### src/rtl/bsg_chip_link_concentrator.sv
// rtl/bsg_chip_link_concentrator.sv - N-channel ready/valid link concentrator with round-robin arbitration
// Purpose: merges num_in_p link channels onto one output link. Each beat carries its source channel id.
//          Each input has a 2-entry FIFO. Arbitration is round-robin. With packet_lock_p=1 a grant is held
//          until a beat with last=1 is sent, so multi-beat packets never interleave.
// Optional build macro: BSG_LINK_CONC_STATS_EN adds beats_o, which holds one 16-bit transferred-beat counter
//          per channel.
// Ports:
//   clk_i, reset_i          clock; asynchronous active-high reset
//   en_mask_i[num_in_p]     per-channel enable (quasi-static)
//   v_i, data_i, last_i     per-channel input beat
//   ready_o[num_in_p]       per-channel input ready
//   v_o, data_o, chan_o,    output beat, with its source channel and last flag
//   last_o, ready_i         (ready_i is the downstream ready)
//   beats_o[num_in_p]       per-channel transfer counters (stats build only)
module bsg_chip_link_concentrator #(
    parameter int num_in_p      = 4,
    parameter int width_p       = 64,
    parameter bit packet_lock_p = 1'b1,
    parameter int lg_num_in_lp  = (num_in_p > 1) ? $clog2(num_in_p) : 1
) (
    input  logic                          clk_i,
    input  logic                          reset_i,
    input  logic [num_in_p-1:0]           en_mask_i,
    input  logic [num_in_p-1:0]           v_i,
    input  logic [num_in_p*width_p-1:0]   data_i,
    input  logic [num_in_p-1:0]           last_i,
    output logic [num_in_p-1:0]           ready_o,
    output logic                          v_o,
    output logic [width_p-1:0]            data_o,
    output logic [lg_num_in_lp-1:0]       chan_o,
    output logic                          last_o,
    input  logic                          ready_i
`ifdef BSG_LINK_CONC_STATS_EN
    ,
    output logic [15:0]                   beats_o [num_in_p]
`endif
);

    // HOLD pins the grant while the output is stalled.
    // LOCKED pins the grant for the rest of a packet.
    typedef enum logic [1:0] {IDLE = 2'd0, HOLD = 2'd1, LOCKED = 2'd2} state_e;

    localparam logic [lg_num_in_lp-1:0] last_ch_lp = lg_num_in_lp'(num_in_p - 1);

    // Each FIFO entry stores {last, data}.
    logic [width_p:0]          r_mem [num_in_p][2];
    logic [num_in_p-1:0]       r_wr_ptr;
    logic [num_in_p-1:0]       r_rd_ptr;
    logic [1:0]                r_cnt [num_in_p];
    logic [lg_num_in_lp-1:0]   r_rr_ptr;
    logic [lg_num_in_lp-1:0]   r_grant_ch;
    state_e                    r_state;

    state_e                    w_state_nxt;
    logic [lg_num_in_lp-1:0]   w_grant_ch_nxt;
    logic [num_in_p-1:0]       w_full;
    logic [num_in_p-1:0]       w_elig;
    logic [num_in_p-1:0]       w_enq;
    logic [num_in_p-1:0]       w_deq;
    logic [lg_num_in_lp-1:0]   w_scan;
    logic [lg_num_in_lp-1:0]   w_rr_ch;
    logic                      w_rr_found;
    logic [lg_num_in_lp-1:0]   w_grant;
    logic                      w_valid;
    logic                      w_xfer;
    logic [width_p:0]          w_head;

    always_comb begin
        w_full = '0;
        w_elig = '0;
        w_enq  = '0;
        for (int k = 0; k < num_in_p; k++) begin
            w_full[k] = (r_cnt[k] == 2'd2);
            w_elig[k] = (r_cnt[k] != 2'd0) & en_mask_i[k];
            w_enq[k]  = v_i[k] & ~w_full[k] & ~reset_i;
        end
    end

    assign ready_o = ~w_full & {num_in_p{~reset_i}};

    // The search starts at r_rr_ptr and wraps from the last channel back to channel 0.
    always_comb begin
        w_rr_found = 1'b0;
        w_rr_ch    = '0;
        w_scan     = r_rr_ptr;
        for (int i = 0; i < num_in_p; i++) begin
            if (!w_rr_found && w_elig[w_scan]) begin
                w_rr_found = 1'b1;
                w_rr_ch    = w_scan;
            end
            w_scan = (w_scan == last_ch_lp) ? '0 : w_scan + lg_num_in_lp'(1);
        end
    end

    // A pinned grant ignores en_mask_i.
    // A stalled or locked channel keeps the output even if its enable drops.
    always_comb begin
        w_grant = w_rr_ch;
        w_valid = w_rr_found;
        if (r_state != IDLE) begin
            w_grant = r_grant_ch;
            w_valid = (r_cnt[r_grant_ch] != 2'd0);
        end
    end

    assign w_head = r_mem[w_grant][r_rd_ptr[w_grant]];
    assign w_xfer = w_valid & ready_i;

    always_comb begin
        w_deq = '0;
        for (int k = 0; k < num_in_p; k++) begin
            w_deq[k] = w_xfer & (w_grant == lg_num_in_lp'(k));
        end
    end

    assign v_o    = w_valid;
    assign data_o = w_valid ? w_head[width_p-1:0] : '0;
    assign chan_o = w_valid ? w_grant : '0;
    assign last_o = w_valid & w_head[width_p];

    always_ff @(posedge clk_i or posedge reset_i) begin
        if (reset_i) begin
            r_wr_ptr <= '0;
            r_rd_ptr <= '0;
            for (int k = 0; k < num_in_p; k++) begin
                r_cnt[k]    <= '0;
                r_mem[k][0] <= '0;
                r_mem[k][1] <= '0;
            end
        end else begin
            for (int k = 0; k < num_in_p; k++) begin
                if (w_enq[k]) begin
                    r_mem[k][r_wr_ptr[k]] <= {last_i[k], data_i[k*width_p +: width_p]};
                    r_wr_ptr[k]           <= ~r_wr_ptr[k];
                end
                if (w_deq[k]) begin
                    r_rd_ptr[k] <= ~r_rd_ptr[k];
                end
                case ({w_enq[k], w_deq[k]})
                    2'b10:   r_cnt[k] <= r_cnt[k] + 2'd1;
                    2'b01:   r_cnt[k] <= r_cnt[k] - 2'd1;
                    default: ;
                endcase
            end
        end
    end

    always_comb begin
        w_state_nxt    = r_state;
        w_grant_ch_nxt = r_grant_ch;
        if (w_xfer) begin
            w_grant_ch_nxt = w_grant;
            w_state_nxt    = (packet_lock_p && !w_head[width_p]) ? LOCKED : IDLE;
        end else if (w_valid && (r_state == IDLE)) begin
            w_state_nxt    = HOLD;
            w_grant_ch_nxt = w_grant;
        end
    end

    always_ff @(posedge clk_i or posedge reset_i) begin
        if (reset_i) begin
            r_state    <= IDLE;
            r_grant_ch <= '0;
            r_rr_ptr   <= '0;
        end else begin
            r_state    <= w_state_nxt;
            r_grant_ch <= w_grant_ch_nxt;
            if (w_xfer) begin
                r_rr_ptr <= (w_grant == last_ch_lp) ? '0 : w_grant + lg_num_in_lp'(1);
            end
        end
    end

`ifdef BSG_LINK_CONC_STATS_EN
    logic [15:0] r_beats [num_in_p];

    always_ff @(posedge clk_i or posedge reset_i) begin
        if (reset_i) begin
            for (int k = 0; k < num_in_p; k++) begin
                r_beats[k] <= '0;
            end
        end else begin
            for (int k = 0; k < num_in_p; k++) begin
                if (w_deq[k]) begin
                    r_beats[k] <= r_beats[k] + 16'd1;
                end
            end
        end
    end

    assign beats_o = r_beats;
`endif

endmodule

### config.mk
export PLATFORM = sky130hd
export DESIGN_NAME = bsg_chip_link_concentrator
export DESIGN_NICKNAME = d
export VERILOG_FILES = /design/src/rtl/bsg_chip_link_concentrator.sv
export SDC_FILE = /design/constraint.sdc
export NUM_CORES = 1
export LEC_CHECK = 0
export ABC_AREA = 1
export CAP_MARGIN = 20
export CORE_ASPECT_RATIO = 2
export CORE_UTILIZATION = 50
export CTS_CLUSTER_SIZE = 40
export DETAILED_ROUTE_END_ITERATION = 10
export GPL_ROUTABILITY_DRIVEN = 0
export PLACE_DENSITY = 0.69
export SYNTH_ARGS = -nofsm -noshare
export SYNTH_HDL_FRONTEND = slang
export SYNTH_SLANG_ARGS = --single-unit
### constraint.sdc
create_clock -name clk_i -period 23.8 [get_ports clk_i]
set_input_delay 3.57 -clock clk_i [delete_from_list [all_inputs] [get_ports clk_i]]
set_output_delay 3.57 -clock clk_i [all_outputs]
set_load 0.02 [all_outputs]
==> impl_results.rst <==
.. list-table::
   :header-rows: 1

   * - Metric
     - Value
   * - Kind of cell adding the most delay to the critical path
     - buffers and inverters
   * - Layout overhead on the synthesized area
     - 19.4%
   * - Number of antenna diodes
     - 0
   * - Number of global-route vias before repair
     - ~23,000
   * - Cell chosen for the clock root
     - clkbuf_16
   * - Area inside the core boundary
     - 0.0524 mm2
   * - Fmax
     - between 80 and 90 MHz
   * - CTS tree
     - built
   * - Share of the clock period used by the worst path
     - between 50% and 60%
   * - Final count of hold timing violations
     - 0
   * - Number of buffers created by CTS
     - just under 50
   * - Post-route cell area
     - 0.0316 mm2
   * - Ranking of synthesized cells by area
     - dfrtp_1, nand2_1, o21ai_0
   * - Start point of the critical path
     - en_mask_i[3]
   * - Proportion of layout cells with a drive suffix above 1
     - 3.12%
   * - Beginning of the worst register-to-register path
     - r_rr_ptr[0]
   * - Netlist area before placement
     - 0.0265 mm2
   * - Share of the yosys chip area belonging to registers
     - between 50% and 60%
   * - Antenna violations before repair
     - 11
   * - Detailed-route vias per instance
     - 5.25
   * - Share of the synthesized area in the top cell type
     - 51.2%
   * - Worst Tran Pin Value
     - 1.12 ns
   * - Type of the setup path with the least slack
     - in2out
   * - Overall routing resource usage
     - 30.5%
   * - Number of warnings printed during yosys synthesis
     - 0
   * - Buffers from clock root to sink, at most
     - 3
   * - Crit path launch type
     - input pin
   * - Syn_area_per_cell
     - between 7 and 8 um2
   * - Full die area
     - 0.0539 mm2
   * - Max cap viols
     - 0
   * - Critical path, cell by cell
     - clkdlybuf4s50_1, nand3_1, nand3_1, nand2_2, nand2_2, nor2_1, nand3_1, nand3_4, nand2_8, buf_4, nand2_1, nand3_1, nand2_4, buf_4, nand3_1, nand2_1, nor2_1, clkdlybuf4s50_1
   * - Fin Setup TNS
     - 0 ns
   * - Total detailed-routing wirelength
     - between 80 and 90 mm
   * - Arrival time of the worst setup path
     - 8.82 ns
   * - Length of the first detailed-routing pass in iterations
     - 6
   * - Count of filler cells inserted in the layout
     - 4,970
   * - Register bit total from synthesis
     - 542
   * - Most repeated library cell on the critical path
     - nand3_1
   * - Port-buffer cells
     - 342
   * - WP data required
     - 20.23 ns
   * - Ports placed on the boundary
     - around 340
   * - Synthesized instance count
     - ~3,600
   * - Largest driver fanout on the critical path
     - 90
   * - Gates resized, CTS repair
     - 0
   * - Row cnt
     - 119
   * - Post-synth EDFFs
     - 0
   * - DIE HEIGHT
     - 327 um
   * - Maximum number of pins on one net before global-route repair
     - about 180
   * - Starting density of the core
     - 50.5%
   * - Total via count in the routed design
     - 23,320
   * - GRT Residual Overflow
     - 0
   * - Initial detailed-routing violation count
     - approximately 2,100
   * - Number of distinct standard cells referenced by the synthesized netlist
     - 31
   * - Clock-pin slew on the worst setup and hold paths
     - 0.06 ns
   * - Hold crit path type
     - reg2reg
   * - Clock Latency Late Sink
     - between 0.5 and 0.6 ns
   * - Detail Placement HPWL
     - 52.8 mm
   * - Clock Skews
     - approximately 0.017 ns
   * - Final critical path time including I/O delays and setup
     - ~12 ns
   * - H-Tree Level Count
     - 2
   * - Worst path buffer plus inverter count
     - 4
   * - Detailed-route wire length per cell
     - 18.2 um
   * - Most area-hungry cell type in the Yosys netlist
     - dfrtp_1
   * - Kind of end point of the critical path
     - output pin
   * - Predominant post-synthesis flop cell
     - dfrtp_1
   * - Post-detailed-placement cell area
     - roughly 0.03 mm2
   * - Critical hold path startpoint
     - r_mem[204]
   * - Setup Fix Bufs, Post-CTS
     - 0
   * - CTS hold repair buffers
     - 0
   * - Result of the run
     - finished, final reports clean
   * - Die outline width
     - 165 um
   * - Worst max-slew margin expressed relative to the limit
     - 25.6%
   * - Max-slew violation total from the final report
     - 0
   * - FFs w/ async S/R, synth
     - 100%
   * - CTS sink cnt
     - 542
   * - Final antenna-violating net count
     - 0
   * - Cell with the largest stage delay on the worst path
     - buf_4
   * - Final setup violation count
     - 0
   * - Drc violations
     - 0
   * - Global-route wire length before repair
     - around 130 mm
   * - Largest stage delay on the critical path
     - 0.85 ns
   * - Net count reported at finish
     - 4,027
   * - Unrepaired setup endpoints after global routing
     - false
   * - Post-Synthesis Net Count
     - 3,836
==> placed cells by master (no fill, tap or decap), drive strengths merged <==
cell / netlist / layout
a221o: 1 / 1
o31ai: 2 / 2
clkinv: 0 / 5
bufinv: 0 / 4
xnor2: 4 / 4
nand4: 1 / 1
nand3b: 1 / 1
nand2: 1159 / 1159
o21bai: 1 / 1
ha: 9 / 9
nor2: 77 / 77
clkdlybuf4s50: 0 / 342
or2: 4 / 4
o21ai: 531 / 531
buf: 89 / 22
inv: 549 / 549
clkbuf: 135 / 73
dfrtp: 542 / 542
xor2: 10 / 10
a21oi: 77 / 77
nand3: 364 / 364
==> routing by layer <==
metal | wire length [um] | track usage [%] | part of all wire, % | up-vias
met5 | 148 | 0 | 0.18 | -
met4 | 4890 | 17.3 | 6.1 | 22
met3 | 4460 | 5.13 | 5.5 | 235
met2 | 41100 | 53.9 | 51 | 727
met1 | 30100 | 34.1 | 37 | 10989
li1 | - | - | - | 11347
==> registers in the layout, indices dropped and copies added (netlist names) <==
| name | cells |
|---|---|
| r_rd_ptr | 4 |
| r_mem | 520 |
| r_state | 2 |
| r_rr_ptr | 2 |
| r_wr_ptr | 4 |
| r_cnt | 8 |
| r_grant_ch | 2 |
==> worst paths after layout <==
path                               end  slack [ns]  cells past startpoint
max                         data_o[30]       11.41                     18
min                         r_mem[204]        0.48                      2
max reg2reg                 r_state[1]       18.75                     17
min reg2reg                 r_mem[204]        0.48                      2
max in group asynchronous   r_mem[497]       17.64                      6
min in group asynchronous  r_rd_ptr[2]        3.57                      2
==> stage by stage <==
stage               hold slack (ns)  cells  setup slack (ns)  util [%]
floorplan                     0.444   3556              5.08         -
global route                  0.497   4443             11.02      60.3
global placement              0.465   4359             11.53      57.3
detailed placement            0.472   4359             11.51      57.3
finish                        0.483   4443             11.41      60.3
CTS                           0.488   4441             11.46      60.2
==> layout make-up <==
| type | instances | area, um2 | share of cell area [%] |
|---|---|---|---|
| timing repair buffer | 364 | 3640 | 11.5 |
| sequential | 542 | 13600 | 42.9 |
| clock inverter | 9 | 145 | 0.459 |
| tap | 665 | 832 | 2.63 |
| multi-input combinational | 2241 | 9960 | 31.5 |
| clock buffer | 73 | 1400 | 4.42 |
| inverter | 549 | 2080 | 6.57 |
==> cell usage after synthesis (3+ instances only) <==
library cell and count:
xor2_1 10, inv_2 6, nand2_1 1154, o21ai_0 529, buf_1 4, buf_2 73, buf_6 3, a21oi_1 77
dfrtp_1 542, inv_1 542, clkbuf_1 135, xnor2_1 4, or2_2 4, buf_4 9, nand2_2 4, nand3_1 362
ha_1 9, nor2_1 75
==> worst reg2reg max path: cells and delay by family, from the launching register on <==
family        cells  cell delay (ns)
buf+inv           3             1.98
simple gates     12             1.75
flops             1             0.51
fa+ha+maj         1             0.49
xor+xnor          1             0.27
==> logic make-up (layout without fill, tap and decap cells) <==
kind of cell	Yosys count	after routing	share of synthesized area [%]
and+or+nand+nor	1606	1606	24.7
DFF	542	542	51.2
adders and majority gates	9	9	0.425
xor gates and xnor gates	14	14	0.463
buffers and inverters	773	995	11.5
AOI/OAI and AO/OA	612	612	11.6
Power is left out: the tool's default activity adds up to more than one toggle a clock period on the data nets, which glitch-free logic cannot reach.
